`config.mk`:
```
export PLATFORM = sky130hd
export DESIGN_NAME = sample_averager
export DESIGN_NICKNAME = d
export VERILOG_FILES = /design/src/rtl/sample_averager.sv
export SDC_FILE = /design/constraint.sdc
export NUM_CORES = 1
export LEC_CHECK = 0
export BUFFER_PORTS_ARGS = -buffer_cell sky130_fd_sc_hd__buf_2
export CAP_MARGIN = 25
export CORE_MARGIN = 5
export CORE_UTILIZATION = 53
export DETAILED_ROUTE_END_ITERATION = 10
export PLACE_DENSITY = 0.85
export SLEW_MARGIN = 10
export SYNTH_ARGS = -nofsm -noshare
export SYNTH_HDL_FRONTEND = slang
export SYNTH_SLANG_ARGS = --single-unit
```
`constraint.sdc`:
```
create_clock -name clk -period 1.73 [get_ports clk]
set_input_delay 0.346 -clock clk [delete_from_list [all_inputs] [get_ports clk]]
set_output_delay 0.346 -clock clk [all_outputs]
set_load 0.02 [all_outputs]
```
`src/rtl/sample_averager.sv`:
```
// sample_averager: bit-serial restoring divide of a window sum by NUM_SAMPLES,
// optional rounding and saturation, threshold compare, valid/ready result.
module sample_averager #(
  parameter int NUM_SAMPLES = 2,
  parameter int DATA_SIZE = 4,
  parameter int ROUND = 0,
  localparam int SUM_W = $clog2(NUM_SAMPLES) + DATA_SIZE,
  localparam int RRW = $clog2(NUM_SAMPLES)
) (
  input  logic                 clk,
  input  logic                 rst,
  input  logic [SUM_W-1:0]     sumIn,
  input  logic                 sumValid,
  input  logic [DATA_SIZE-1:0] threshold,
  output logic [DATA_SIZE-1:0] avg,
  output logic [RRW-1:0]       remainder,
  output logic                 above,
  output logic                 outValid,
  input  logic                 outReady,
  output logic                 busy,
  output logic                 dropped
);
  localparam int RW = RRW + 1;
  localparam int CW = $clog2(SUM_W);
  localparam logic [RW-1:0] NS = RW'(NUM_SAMPLES);
  localparam logic [1:0] IDLE = 2'd0, DIVIDE = 2'd1, DONE = 2'd2;
  logic [1:0] state;
  logic [SUM_W-1:0] dividend, q;
  logic [RW-1:0] pr, pr_shift, rn;
  logic [CW-1:0] cnt;
  logic [DATA_SIZE-1:0] thr, avg_n;
  logic [SUM_W:0] qr;
  logic ge, rnd, start, last;
  // Quotient bits shift into the dividend register as its bits are consumed.
  always_comb begin
    pr_shift = RW'({pr, dividend[SUM_W-1]});
    ge = pr_shift >= NS;
    rn = ge ? pr_shift - NS : pr_shift;
    q = {dividend[SUM_W-2:0], ge};
    rnd = (ROUND != 0) && (2 * int'(rn) >= NUM_SAMPLES);
    qr = {1'b0, q} + (SUM_W+1)'(rnd);
    avg_n = |qr[SUM_W:DATA_SIZE] ? '1 : qr[DATA_SIZE-1:0];
    start = sumValid && (state == IDLE || (state == DONE && outReady));
    last = cnt == CW'(SUM_W - 1);
  end
  assign outValid = state == DONE;
  assign busy = state != IDLE;
  always_ff @(posedge clk) begin
    if (rst) begin
      state <= IDLE;
      dividend <= '0;
      pr <= '0;
      cnt <= '0;
      thr <= '0;
      avg <= '0;
      remainder <= '0;
      above <= '0;
      dropped <= 1'b0;
    end else begin
      if (sumValid && !start) dropped <= 1'b1;
      if (start) begin
        state <= DIVIDE;
        dividend <= sumIn;
        thr <= threshold;
        pr <= '0;
        cnt <= '0;
      end else if (state == DIVIDE) begin
        dividend <= q;
        pr <= rn;
        cnt <= cnt + 1'b1;
        if (last) begin
          state <= DONE;
          avg <= avg_n;
          remainder <= RRW'(rn);
          above <= avg_n >= thr;
        end
      end else if (state == DONE && outReady) begin
        state <= IDLE;
      end
    end
  end
endmodule

```
* Word-level counts from Yosys, hierarchy flattened
Cells that the tools add are included.
** Word-level totals
- Bits in registers :: 22
- Input bits :: 13
- Output and inout bits :: 9
- Logic and storage cells :: 42
** Cells by class
- Add/sub/neg operators :: 2
- Order comparisons :: 2
- Equality and inequality tests :: 5
- Multiplexer cells :: 8
- Bitwise gates (word level) :: 1
- Reduce and logical (&&, ||, !) cells :: 14
** Operators by type and width (number)
- 5-bit 2-to-1 mux :: 2
- 2-bit 2-to-1 mux :: 3
- 2-bit nonzero test :: 3
- 4-bit greater-or-equal comparator :: 1
- 4-bit 2-to-1 mux :: 1
- 2-bit AND reduction :: 2
- 3-bit by 1-bit adder with 3-bit output (second input constant) :: 1
- 3-bit equality test (second input constant) :: 1
- 1-bit logical AND :: 3
- 3-bit inequality test (second input constant) :: 1
- 3-bit AND reduction :: 1
- 3-bit nonzero test :: 1
- 2-bit by 1-bit equality test with 1-bit output (second input constant) :: 1
- 2-bit equality test (second input constant) :: 1
- 2-bit greater-or-equal comparator (second input constant) :: 1
- 2-bit zero test :: 1
- 1-bit 2-to-1 mux :: 2
- 2-bit inequality test (second input constant) :: 1
- 2-bit OR reduction :: 1
- 1-bit zero test :: 1
- 1-bit logical OR :: 1
- 1-bit inverter :: 1
- 1-bit subtractor (second input constant) :: 1

* Logic depth before layout (Yosys ltp)
Gate-level depths: netlist of run 1.
- Word-level depth :: 6
- Mapped depth :: 6
- Depth with buffers taken out :: 6

* Worst setup path after synthesis of run 1
No wires, ideal clock.
- Path type :: reg-to-reg
- Start :: register dividend[3]
- End :: register above
- Arrival :: 1410 ps
- Required time :: 1596 ps
- Slack :: 187 ps
- Cell stages (with the launch flop) :: 7
- Period minus slack after synthesis :: 1543 ps
- Cell sequence :: dfxtp_1 > or2_2 > ha_1 > a21oi_1 > o21ai_0 > a211oi_2 > nor3_2
** Between the ends
- Cells in the longest elaborated chain, start to end :: 2
** RTL lines
- start: declaration :: RTL line 28 : logic [SUM_W-1:0] dividend, q;
- start signal: assignment :: RTL line 63 : dividend <= sumIn;
- start signal: assignment :: RTL line 68 : dividend <= q;
- 4-bit 2-to-1 mux :: RTL line 42 : avg_n = |qr[SUM_W:DATA_SIZE] ? '1 : qr[DATA_SIZE-1:0];
- via avg_n[2] :: RTL line 31 : logic [DATA_SIZE-1:0] thr, avg_n;
- 4-bit greater-or-equal comparator :: RTL line 75 : above <= avg_n >= thr;
- end signal: assignment :: RTL line 75
- end: declaration :: RTL line 17 : output logic above,
The timed path passes the listed nets, and every way through them passes these cells.
A chain may end at the register's enable or synchronous reset.

* Worst setup path after layout of run 1
Same ends and word-level chain as after synthesis.

==> summary.md, run 1 <==
| Metric | Value |
|---|---|
| RSZ-0062 raised after global routing | `no` |
| Post-Syn Instances | `114` |
| I/O pin count | `22` |
| Post-synthesis async set-or-reset flop share | `0%` |
| Syn. warnings | `0` |
| Least-Margin Pin Slew | `0.4506 ns` |
| Worst min path class | `input port to flip-flop` |
| Multi-input gate area | `569.3 µm²` |
| DR WL met3 | `84 µm` |
| Root Driver | `clkbuf_4` |
| Layout Nets | `approximately 150` |
| M1 WL | `~860 µm` |
| Routability cong. | `between 0.7 and 0.8` |
| # H-tree levels | `1` |
| Synthesized area per cell | `9.582 µm²` |
| Grt ovf | `0` |
| Final period utilization | `91.21%` |
| Final Max Slew Viols | `0` |
| Hold slack | `0.2715 ns` |
| Worst Path Arrival | `1.77 ns` |
| Worst path top cell family by delay | `compound AO/OA/AOI/OAI gates` |
| FP Rows | `16` |
| Drt pass-1 iters | `4` |
| Max layer used | `met4` |
| Max Cap Viol | `0` |
| Total GRT Usage | `13.82%` |
| Ant. Diodes | `0` |
| IO Port Bufs | `21` |
| Setup crit end kind | `flip-flop` |
| Yosys reg bits | `22` |
| Startpoint types | `flip-flop` |
| Slew headroom | `69.96%` |
| Post-synth top area cell | `dfxtp_1` |
| Register area share after synthesis | `40.32%` |
| First-pass GRT wire length | `approximately 3.5 mm` |
| Total Routed Length | `2.016 mm` |
| Ys flop type | `dfxtp_1` |
| Slowest stage cell, crit path | `dfxtp_2` |
| Syn Nets | `133` |
| Maximum clock rate | `0.6337 GHz` |
| Area delta synth->final | `12.37%` |
| Cell area after synthesis | `~1100 µm²` |
| Synth unique cells | `31` |
| Critical-path cell list | `or2_2 > ha_1 > a21oi_1 > o21ai_1 > a211oi_2 > nor3_2` |
| Routed wl met2 | `1.061 mm` |
| Flop2flop setup slack | `0.15 ns` |
| Worst IR Drop VDD | `just under 0.0006 V` |
| Fill cells | `approximately 190` |
| 1st-iter DRT viols | `16` |
| Worst skew pair latency | `~0.3 ns` |
| Synth top area share | `40.32%` |
| Required time worst endpoint | `between 1.5 and 2 ns` |
| Pwr per Cell Area | `805.1 nW/µm²` |
| Clk buf depth | `2` |
| Die height | `55.40 µm` |
| Minimum clock period | `roughly 1.6 ns` |
| Crit Path Class | `flip-flop to flip-flop` |
| Place WS | `0.09864 ns` |
| Initial Util | `between 50% and 60%` |
| Area occupied by registers | `441.7 µm²` |
| P_leak | `0.5353 nW` |
| Final setup viols | `0` |
| CORE AREA | `1962 µm²` |
| DP Wirelength | `1.497 mm` |
| Initial antenna violation count | `0` |
| TNS Setup | `0 ns` |
| Die Area | `3069 µm²` |
| Largest net degree at the start of global routing | `23` |
| DRC Markers | `0` |
| Total chip power | `0.0009883 W` |
| Final Worst Setup Slack | `0.1520 ns` |
| Setup Skew | `0.007190 ns` |
| Critical path buffer and inverter count | `0` |
| Top cells by area, synth | `dfxtp_1 (40%), mux2i_1 (7.3%), ha_1 (6.9%)` |
| Largest fanout on the critical path | `6` |
| Biggest cell delay along the critical path | `0.36 ns` |
| Vias in the first global route | `roughly 870` |
| Placed cells | `157` |
| CTS tree | `done` |
| Die outline width | `55.40 µm` |
| TritonCTS Buffers | `3` |
| Post-synth EDFFs | `0` |
| Number of routed nets with antenna violations | `0` |
| Routed wire per std cell | `about 13 µm` |
| Reg clk slew, reported paths | `roughly 0.12 ns` |
| Status | `completed` |
| Final hold vios | `0` |
| Layout cells sized above 1 | `35.07%` |
| # clock sinks | `22` |
| Routed via count | `827` |
| Final Non-Filler Cells | `161` |
| Vias/cell | `just over 5` |
## cell families (layout without fill, tap and decap cells)
| group | Yosys count | after routing | synth area share (%) |
|---|---|---|---|
| AND/OR/NAND/NOR | 40 | 40 | 21.54 |
| flip-flops | 22 | 22 | 40.32 |
| AO/OA/AOI/OAI | 18 | 18 | 11.68 |
| buffers and inverters | 15 | 35 | 7.559 |
| multiplexers | 11 | 11 | 10.42 |
| adder cells (fa/ha/maj) | 6 | 6 | 6.873 |
| XOR/XNOR | 2 | 2 | 1.604 |
## per-layer routing
layer	vias to the layer above	GRT usage, %
met2	18	27.03
met4	0	4.514
met1	386	14.33
li1	421	-
met5	-	0
met3	2	2.797
## worst paths after layout
kind / startpoint / to / cells after the start
max reg2reg: dividend[3]$_SDFFE_PP0P_ / above$_SDFFE_PP0P_ / 6
max: dividend[3]$_SDFFE_PP0P_ / above$_SDFFE_PP0P_ / 6
min reg2reg: dropped$_SDFFE_PP0P_ / dropped$_SDFFE_PP0P_ / 2
min: threshold[1] / thr[1]$_SDFFE_PP0P_ / 3
## worst reg2reg max path, delay by kind of cell, from the launching register on
kind | cells | cell delay (ns)
AOI/OAI and AO/OA | 3 | 0.44
adders and majority gates | 1 | 0.30
DFF | 1 | 0.36
and+or+nand+nor | 2 | 0.38
## through the flow
stage / util, % / cell area, µm²
CTS: 62.50 / 1226
finish: 62.56 / 1227
global route: 62.56 / 1227
global placement: 60.65 / 1190
floorplan: - / 1092
detailed placement: 60.65 / 1190
## area by class of cell
type,instances,share of cell area (%)
clock buffer,4,2.956
inverter,9,2.752
multi-input combinational,77,46.38
sequential,22,35.98
tap,27,2.752
timing repair buffer,22,9.174
## synthesized netlist by cell type (2+ instances only)
library cell	count
mux2i_1	8
or2_2	4
buf_6	3
a21oi_1	10
dfxtp_1	22
nor3_2	2
ha_1	6
inv_1	9
o21ai_0	3
nor2_1	11
a221oi_2	2
a211oi_2	2
mux2_2	3
nor3_1	3
nand2_1	10
## what timing repair did
item,CTS,global route
hold buffers,0,0
gates resized for setup,0,2
setup buffers,0,0
setup endpoints to repair,0,1
## power breakdown
group	switching [W]	internal, W	total (W)
Sequential	0.0000173	0.000529	0.000546
Combinational	0.0000896	0.0000778	0.000167
Clock	0.000146	0.000128	0.000275
Total	0.000253	0.000735	0.000988
## state kept, by name, summed over array words and instances (netlist names)
signal     flops
dividend       5
avg            4
thr            4
cnt            3
state          2
above          1
dropped        1
pr             1
remainder      1
## cells in the final DEF (no fill, tap or decap), drive strengths merged, types with 2 or more instances in the layout
master and n:
nor2 12, a211oi 3, and2b 2, inv 9, mux2i 8, nor2b 2
nand2b 2, a221oi 2, mux2 3, buf 22, clkbuf 4, nor3 5
dfxtp 22, a21oi 10, ha 6, o21ai 3, or2 4, nand2 10
(Power assumes the default switching activity.)
==> run 2: changes to the inputs <==
--- a/config.mk
+++ b/config.mk
@@ -10,7 +10,10 @@
 export CORE_MARGIN = 5
 export CORE_UTILIZATION = 53
 export DETAILED_ROUTE_END_ITERATION = 10
+export GPL_TIMING_DRIVEN = 0
 export PLACE_DENSITY = 0.85
+export RECOVER_POWER = 100
+export SKIP_LAST_GASP = 1
 export SLEW_MARGIN = 10
 export SYNTH_ARGS = -nofsm -noshare
 export SYNTH_HDL_FRONTEND = slang
==> run 2 against run 1 <==
Against the previous run:
- critical path depth unchanged
- cell area down 0.10%
- register-to-register slack lost 0.02 ns
- worst setup slack got worse by 0.018 ns
- flip-flop and latch count unchanged
- clock skew decreased by 0.0012 ns
- via count increased by 4.0%
- clock power increased by 42%
- fmax fell by 1.1%
- sequential share of layout area about the same
- die area stayed put
==> summary.md, run 2 (synthesis results as in run 1) <==
| Metric | Value |
|---|---|
| Most common cell after layout, fill and taps aside | `dfxtp_1` |
| CORE AREA | `1962 µm² (unchanged)` |
| Initial antenna violation count | `0 (unchanged)` |
| Min-delay src | `rst (was threshold[1])` |
| Fill cells | `206 (was 189)` |
| TritonCTS Buffers | `3 (unchanged)` |
| Initial Util | `55.68% (unchanged)` |
| Critical path launch point | `dividend[3]$_SDFFE_PP0P_ (unchanged)` |
| Final setup viols | `0 (unchanged)` |
| Maximum clock rate | `0.6266 GHz (was 0.6337 GHz)` |
| Clk pwr share | `35.4% (was 27.8%)` |
| Switching Share | `23.61% (was 25.64%)` |
| Sequential share of power | `49.4% (was 55.3%)` |
| I/O pin count | `22 (unchanged)` |
| Final Max Slew Viols | `0 (unchanged)` |
| First-pass GRT wire length | `3.622 mm (was 3.519 mm)` |
| Int Power | `0.0008422 W (was 0.0007349 W)` |
| # Post-CTS Setup Buffers | `0 (unchanged)` |
| Largest net degree at the start of global routing | `14 (was 23)` |
| Top register by number of flip-flops | `dividend (unchanged)` |
| Root Driver | `clkbuf_4 (unchanged)` |
| Layout cells sized above 1 | `23.74% (was 35.07%)` |
| Critical path buffer and inverter count | `0 (unchanged)` |
| P_leak | `0.5111 nW (was 0.5353 nW)` |
| Area delta synth->final | `12.26% (was 12.37%)` |
| Most frequent cells in the layout | `dfxtp_1 (21), buf_2 (12), nor2_1 (11), clkbuf_1 (11) (was dfxtp_1 (21), buf_2 (21), nor2_1 (11))` |
| FP Rows | `16 (unchanged)` |
| Die Area | `3069 µm² (unchanged)` |
| Minimum clock period | `1.596 ns (was 1.578 ns)` |
| Comb pwr share | `15.2% (was 16.9%)` |
| RSZ-0062 raised after global routing | `no (unchanged)` |
| Final hold vios | `0 (unchanged)` |
| Final Non-Filler Cells | `166 (was 161)` |
| 1st-iter DRT viols | `12 (was 16)` |
| Setup Skew | `0.005987 ns (was 0.007190 ns)` |
| Largest register FFs | `5 (unchanged)` |
| Drt pass-1 iters | `4 (unchanged)` |
| Routed via count | `860 (was 827)` |
| Setup crit end kind | `flip-flop (unchanged)` |
| Layout Nets | `159 (was 154)` |
| RR Startpoint | `dividend[3]$_SDFFE_PP0P_ (unchanged)` |
| Die outline width | `55.40 µm (unchanged)` |
| IO Port Bufs | `21 (unchanged)` |
| Crit Path Class | `flip-flop to flip-flop (unchanged)` |
| Vias/cell | `5.181 (was 5.137)` |
| Biggest registers after layout | `dividend x5, avg x4, thr x4 (unchanged)` |
| Total GRT Usage | `14.35% (was 13.82%)` |
| Worst min path class | `input port to flip-flop (unchanged)` |
| Worst skew pair latency | `0.30 ns (about the same)` |
| Slowest stage cell, crit path | `dfxtp_2 (unchanged)` |
| Grt ovf | `0 (unchanged)` |
| # clock sinks | `22 (unchanged)` |
| GR peak layer | `met2 (unchanged)` |
| Startpoint types | `flip-flop (unchanged)` |
| Placed cells | `162 (was 157)` |
| Slew headroom | `67.36% (was 69.96%)` |
| Worst IR Drop VDD | `0.0008051 V (was 0.0005826 V)` |
| GRT met3 Usage | `3.730% (was 2.797%)` |
| CTS tree | `done (unchanged)` |
| Biggest cell delay along the critical path | `0.36 ns (about the same)` |
| Pwr per Cell Area | `899.2 nW/µm² (was 805.1 nW/µm²)` |
| Routability cong. | `0.7141 (was 0.7496)` |
| Routed wire per std cell | `12.76 µm (was 12.52 µm)` |
| Max Cap Viol | `0 (unchanged)` |
| Die height | `55.40 µm (unchanged)` |
| Number of routed nets with antenna violations | `0 (unchanged)` |
| Switch Pwr | `0.0002604 W (was 0.0002534 W)` |
| Reg clk slew, reported paths | `0.13 ns (was 0.12 ns)` |
| Largest fanout on the critical path | `6 (unchanged)` |
| TNS Setup | `0 ns (unchanged)` |
| Ant. Diodes | `0 (unchanged)` |
| # H-tree levels | `1 (unchanged)` |
| Clk buf depth | `2 (unchanged)` |
| Critical-path cell list | `or2_2 > ha_1 > a21oi_1 > o21ai_1 > a211oi_2 > nor3_2 (unchanged)` |
| Met2 Track Usage GR | `26.01% (was 27.03%)` |
| Worst Path Arrival | `1.79 ns (was 1.77 ns)` |
| Status | `completed (unchanged)` |
| Total Routed Length | `2.118 mm (was 2.016 mm)` |
| Least-Margin Pin Slew | `0.4896 ns (was 0.4506 ns)` |
| Final period utilization | `92.25% (was 91.21%)` |
| Worst path top cell family by delay | `compound AO/OA/AOI/OAI gates (unchanged)` |
| Vias in the first global route | `820 (was 866)` |
| Required time worst endpoint | `1.93 ns (was 1.92 ns)` |
| Global Route met1 Usage | `16.76% (was 14.33%)` |
| DRC Markers | `0 (unchanged)` |
| DP Wirelength | `1.619 mm (was 1.497 mm)` |
[run 2: cell count changes in the layout (fill, tap and decap cells not counted), moves of 2 or more]
cell | before | now
a221oi_1 | 0 | 2
buf_6 | 0 | 2
buf_2 | 21 | 12
a221oi_2 | 2 | 0
clkbuf_1 | 0 | 11
[run 2: repair_timing]
action | CTS | global route
hold buffers | 0 | 0
resized for setup | 0 | 3
setup endpoints to repair | 0 | 1
[run 2: final cells by class]
type / instances / area (µm²) / area share, %
timing repair buffer: 21 / 93.84 / 7.653
inverter: 9 / 33.78 / 2.755
clock inverter: 1 / 30.03 / 2.449
tap: 27 / 33.78 / 2.755
multi-input combinational: 77 / 531.8 / 43.37
clock buffer: 3 / 22.52 / 1.837
buffer: 6 / 38.79 / 3.163
sequential: 22 / 441.7 / 36.02
[run 2: through the flow]
stage                     total power [W]  hold slack [ns]  setup WS (ns)  util, %  area (µm²)
after detailed placement        0.0007346           0.4448        0.06898    62.76        1231
final                            0.001103           0.2529         0.1341    62.50        1226
after global placement          0.0007263           0.4326        0.08226    62.76        1231
after floorplan                 0.0006879           0.4122         0.1865        -        1092
after CTS                        0.001126           0.2382        0.03968    65.43        1284
after global routing             0.001164           0.2337        0.03399    62.50        1226
[run 2: final timing paths]
path	slack, ns	end	cells past startpoint
min	0.25	state[1]$_SDFFE_PP0P_	2
max reg2reg	0.13	above$_SDFFE_PP0P_	6
min reg2reg	0.46	avg[3]$_SDFFE_PP0P_	2
max	0.13	above$_SDFFE_PP0P_	6
[run 2: routing by layer]
layer  share of wire, %  routed length [µm]
met4               0.57                  12
met2                 52                1111
met3                4.6                  97
met5                  0                   0
met1                 42                 897
[run 2: power groups by stage]
| stage | sequential [W] | clock [W] | combinational [W] |
|---|---|---|---|
| 4_1_cts | 0.000545 | 0.000401 | 0.000180 |
| 3_5_place_dp | 0.000557 | 0 | 0.000178 |
| 5_1_grt | 0.000549 | 0.000425 | 0.000189 |
| 2_1_floorplan | 0.000554 | 0 | 0.000133 |
| 6_report | 0.000545 | 0.000390 | 0.000167 |
| 3_3_place_gp | 0.000556 | 0 | 0.000170 |
==> run 3: changes to the inputs <==
--- a/config.mk
+++ b/config.mk
@@ -5,6 +5,7 @@
 export SDC_FILE = /design/constraint.sdc
 export NUM_CORES = 1
 export LEC_CHECK = 0
+export ABC_AREA = 1
 export BUFFER_PORTS_ARGS = -buffer_cell sky130_fd_sc_hd__buf_2
 export CAP_MARGIN = 25
 export CORE_MARGIN = 5
==> run 3 against run 2 <==
Against the previous run:
- synthesized area is 1.7% higher
- combinational power is 14% higher
- power is 7.7% lower
- clock power is 28% lower
- critical path type is now flip-flop to output port
==> summary.md, run 3 <==
| Metric | Value |
|---|---|
| Status | `completed (unchanged)` |
| DRC Markers | `0 (unchanged)` |
| Required time worst endpoint | `1.38 ns (was 1.93 ns)` |
| Initial Util | `56.06% (was 55.68%)` |
| Largest net degree at the start of global routing | `13 (was 14)` |
| 1st-iter DRT viols | `42 (was 12)` |
| Most frequent cells in the layout | `nand2_1 (47), dfxtp_1 (22), a21oi_1 (18) (was dfxtp_1 (21), buf_2 (12), nor2_1 (11), clkbuf_1 (11))` |
| Synthesized area per cell | `7.716 µm² (was 9.582 µm²)` |
| Ys flop type | `dfxtp_1 (unchanged)` |
| Layout cells sized above 1 | `17.96% (was 23.74%)` |
| Multi-input gate area | `570.5 µm² (was 531.8 µm²)` |
| Worst IR Drop VDD | `0.0005637 V (was 0.0008051 V)` |
| Final setup viols | `0 (unchanged)` |
| P_leak | `0.5339 nW (was 0.5111 nW)` |
| Maximum clock rate | `0.6573 GHz (was 0.6266 GHz)` |
| Vias in the first global route | `975 (was 820)` |
| Least-Margin Pin Slew | `0.4574 ns (was 0.4896 ns)` |
| Max Cap Viol | `0 (unchanged)` |
| # H-tree levels | `1 (unchanged)` |
| Crit Path Class | `flip-flop to output port (was flip-flop to flip-flop)` |
| Drt pass-1 iters | `4 (unchanged)` |
| Initial antenna violation count | `0 (unchanged)` |
| Synth unique cells | `27 (was 31)` |
| Grt ovf | `0 (unchanged)` |
| Syn. warnings | `0 (unchanged)` |
| Place WS | `0.2915 ns (was 0.06898 ns)` |
| Cts repair resizes | `0 (unchanged)` |
| Worst Path Arrival | `1.18 ns (was 1.79 ns)` |
| CORE AREA | `1982 µm² (was 1962 µm²)` |
| Most frequent cell after synthesis | `nand2_1 (was dfxtp_1)` |
| Setup Skew | `0.002116 ns (was 0.005987 ns)` |
| Area occupied by registers | `440.4 µm² (was 441.7 µm²)` |
| Syn Nets | `163 (was 133)` |
| Die Area | `3112 µm² (was 3069 µm²)` |
| Most common cell after layout, fill and taps aside | `nand2_1 (was dfxtp_1)` |
| RSZ-0062 raised after global routing | `no (unchanged)` |
| Number of routed nets with antenna violations | `0 (unchanged)` |
| Fill cells | `178 (was 206)` |
| Post-synth top area cell | `dfxtp_1 (unchanged)` |
| Root Driver | `clkbuf_4 (unchanged)` |
| IO Port Bufs | `19 (was 21)` |
| Cell area after synthesis | `1111 µm² (was 1092 µm²)` |
| Hold slack | `0.2717 ns (was 0.2529 ns)` |
| Pwr per Cell Area | `816.8 nW/µm² (was 899.2 nW/µm²)` |
| Die outline width | `55.79 µm (was 55.40 µm)` |
| CTS tree | `done (unchanged)` |
| Synth top area share | `39.64% (was 40.32%)` |
| Setup crit end kind | `output port (was flip-flop)` |
| Slew headroom | `69.51% (was 67.36%)` |
| Total chip power | `0.001018 W (was 0.001103 W)` |
| Yosys reg bits | `22 (unchanged)` |
| Most common library cells after synthesis | `nand2_1 (46), dfxtp_1 (22), a21oi_1 (17) (was dfxtp_1 (22), nor2_1 (11), a21oi_1 (10), nand2_1 (10), inv_1 (9))` |
| Die height | `55.79 µm (was 55.40 µm)` |
| Final Max Slew Viols | `0 (unchanged)` |
| Top register by number of flip-flops | `dividend (unchanged)` |
| Total Routed Length | `2.223 mm (was 2.118 mm)` |
| Largest register FFs | `5 (unchanged)` |
| Worst skew pair latency | `0.30 ns (about the same)` |
| Largest fanout on the critical path | `6 (unchanged)` |
| Vias/cell | `4.985 (was 5.181)` |
| I/O pin count | `22 (unchanged)` |
| Worst min path class | `input port to flip-flop (unchanged)` |
| Reg clk slew, reported paths | `0.12 ns (was 0.13 ns)` |
| Minimum clock period | `1.521 ns (was 1.596 ns)` |
| Post-synth EDFFs | `0 (unchanged)` |
| Final hold vios | `0 (unchanged)` |
| Final period utilization | `87.94% (was 92.25%)` |
| Routability cong. | `0.8236 (was 0.7141)` |
| Routed wire per std cell | `11.46 µm (was 12.76 µm)` |
| Biggest registers after layout | `dividend x5, avg x4, thr x4 (unchanged)` |
| TNS Setup | `0 ns (unchanged)` |
| TritonCTS Buffers | `3 (unchanged)` |
| Top cells by area, synth | `dfxtp_1 (40%), nand2_1 (16%), a21oi_1 (7.7%) (was dfxtp_1 (40%), mux2i_1 (7.3%), ha_1 (6.9%))` |
| Post-Syn Instances | `144 (was 114)` |
| Post-synthesis async set-or-reset flop share | `0% (unchanged)` |
| Layout Nets | `187 (was 159)` |
| Final Worst Setup Slack | `0.2086 ns (was 0.1341 ns)` |
| DP Wirelength | `1.769 mm (was 1.619 mm)` |
| Clk buf depth | `2 (unchanged)` |
| Ant. Diodes | `0 (unchanged)` |
| Register area share after synthesis | `39.64% (was 40.32%)` |
| CTS Hold Bufs | `0 (unchanged)` |
| Area delta synth->final | `12.16% (was 12.26%)` |
| # clock sinks | `22 (unchanged)` |
| Routed via count | `967 (was 860)` |
| FP Rows | `16 (unchanged)` |
| # Post-CTS Setup Buffers | `0 (unchanged)` |
| Startpoint types | `flip-flop (unchanged)` |
| First-pass GRT wire length | `3.988 mm (was 3.622 mm)` |
| Total GRT Usage | `15.67% (was 14.35%)` |
## run 3: cells by family (layout without fill, tap and decap cells)
group | count (synthesis) | after routing | synth area share, %
adder cells (fa/ha/maj) | 6 | 6 | 6.757
buffers and inverters | 18 | 41 | 7.319
AO/OA/AOI/OAI | 25 | 25 | 14.64
AND/OR/NAND/NOR | 72 | 72 | 30.86
XOR/XNOR | 1 | 1 | 0.7884
flip-flops | 22 | 22 | 39.64
## run 3: worst max-delay path, cell delays in order (launching register included)
cell	delay (ns)
dfxtp_1	0.47
inv_1	0.11
nand2_1	0.07
clkbuf_1	0.22
## run 3: path summary, 6_finish.rpt
| path | from | endpoint | slack [ns] | depth (start not counted) |
|---|---|---|---|---|
| max reg2reg | state[0]$_SDFFE_PP0P_ | dividend[4]$_SDFFE_PP0P_ | 0.25 | 5 |
| min reg2reg | avg[2]$_SDFFE_PP0P_ | avg[2]$_SDFFE_PP0P_ | 0.47 | 2 |
| min | threshold[3] | thr[3]$_SDFFE_PP0P_ | 0.27 | 3 |
| max | state[0]$_SDFFE_PP0P_ | busy | 0.21 | 3 |
## run 3: per-layer routing
metal  vias to the layer above  global-route usage (%)  part of all wire [%]
met5                         -                       0                     0
met4                         0                   6.944                   2.4
met3                         9                   4.176                   9.2
met2                        44                   26.18                    46
met1                       406                   18.65                    43
li1                        508                       -                     -
## run 3: report_power, final
group	switching (W)	internal (W)
clock network	0.000151	0.000128
registers	0.0000196	0.000529
logic	0.000114	0.0000756
## run 3: area by class of cell
class	count	area share, %
multi-input combinational	104	45.78
sequential	22	35.34
timing repair buffer	19	6.727
inverter	14	4.618
clock buffer	4	2.912
tap	27	2.711
buffer	4	1.908
## run 3: stage by stage
| step | utilization, % | instance area [µm²] | cells |
|---|---|---|---|
| 6_report | 62.88 | 1246 | 194 |
| 5_1_grt | 62.88 | 1246 | 194 |
| 4_1_cts | 64.39 | 1276 | 194 |
| 3_5_place_dp | 62.56 | 1240 | 190 |
| 3_3_place_gp | 62.56 | 1240 | 190 |
| 2_1_floorplan | - | 1111 | 144 |
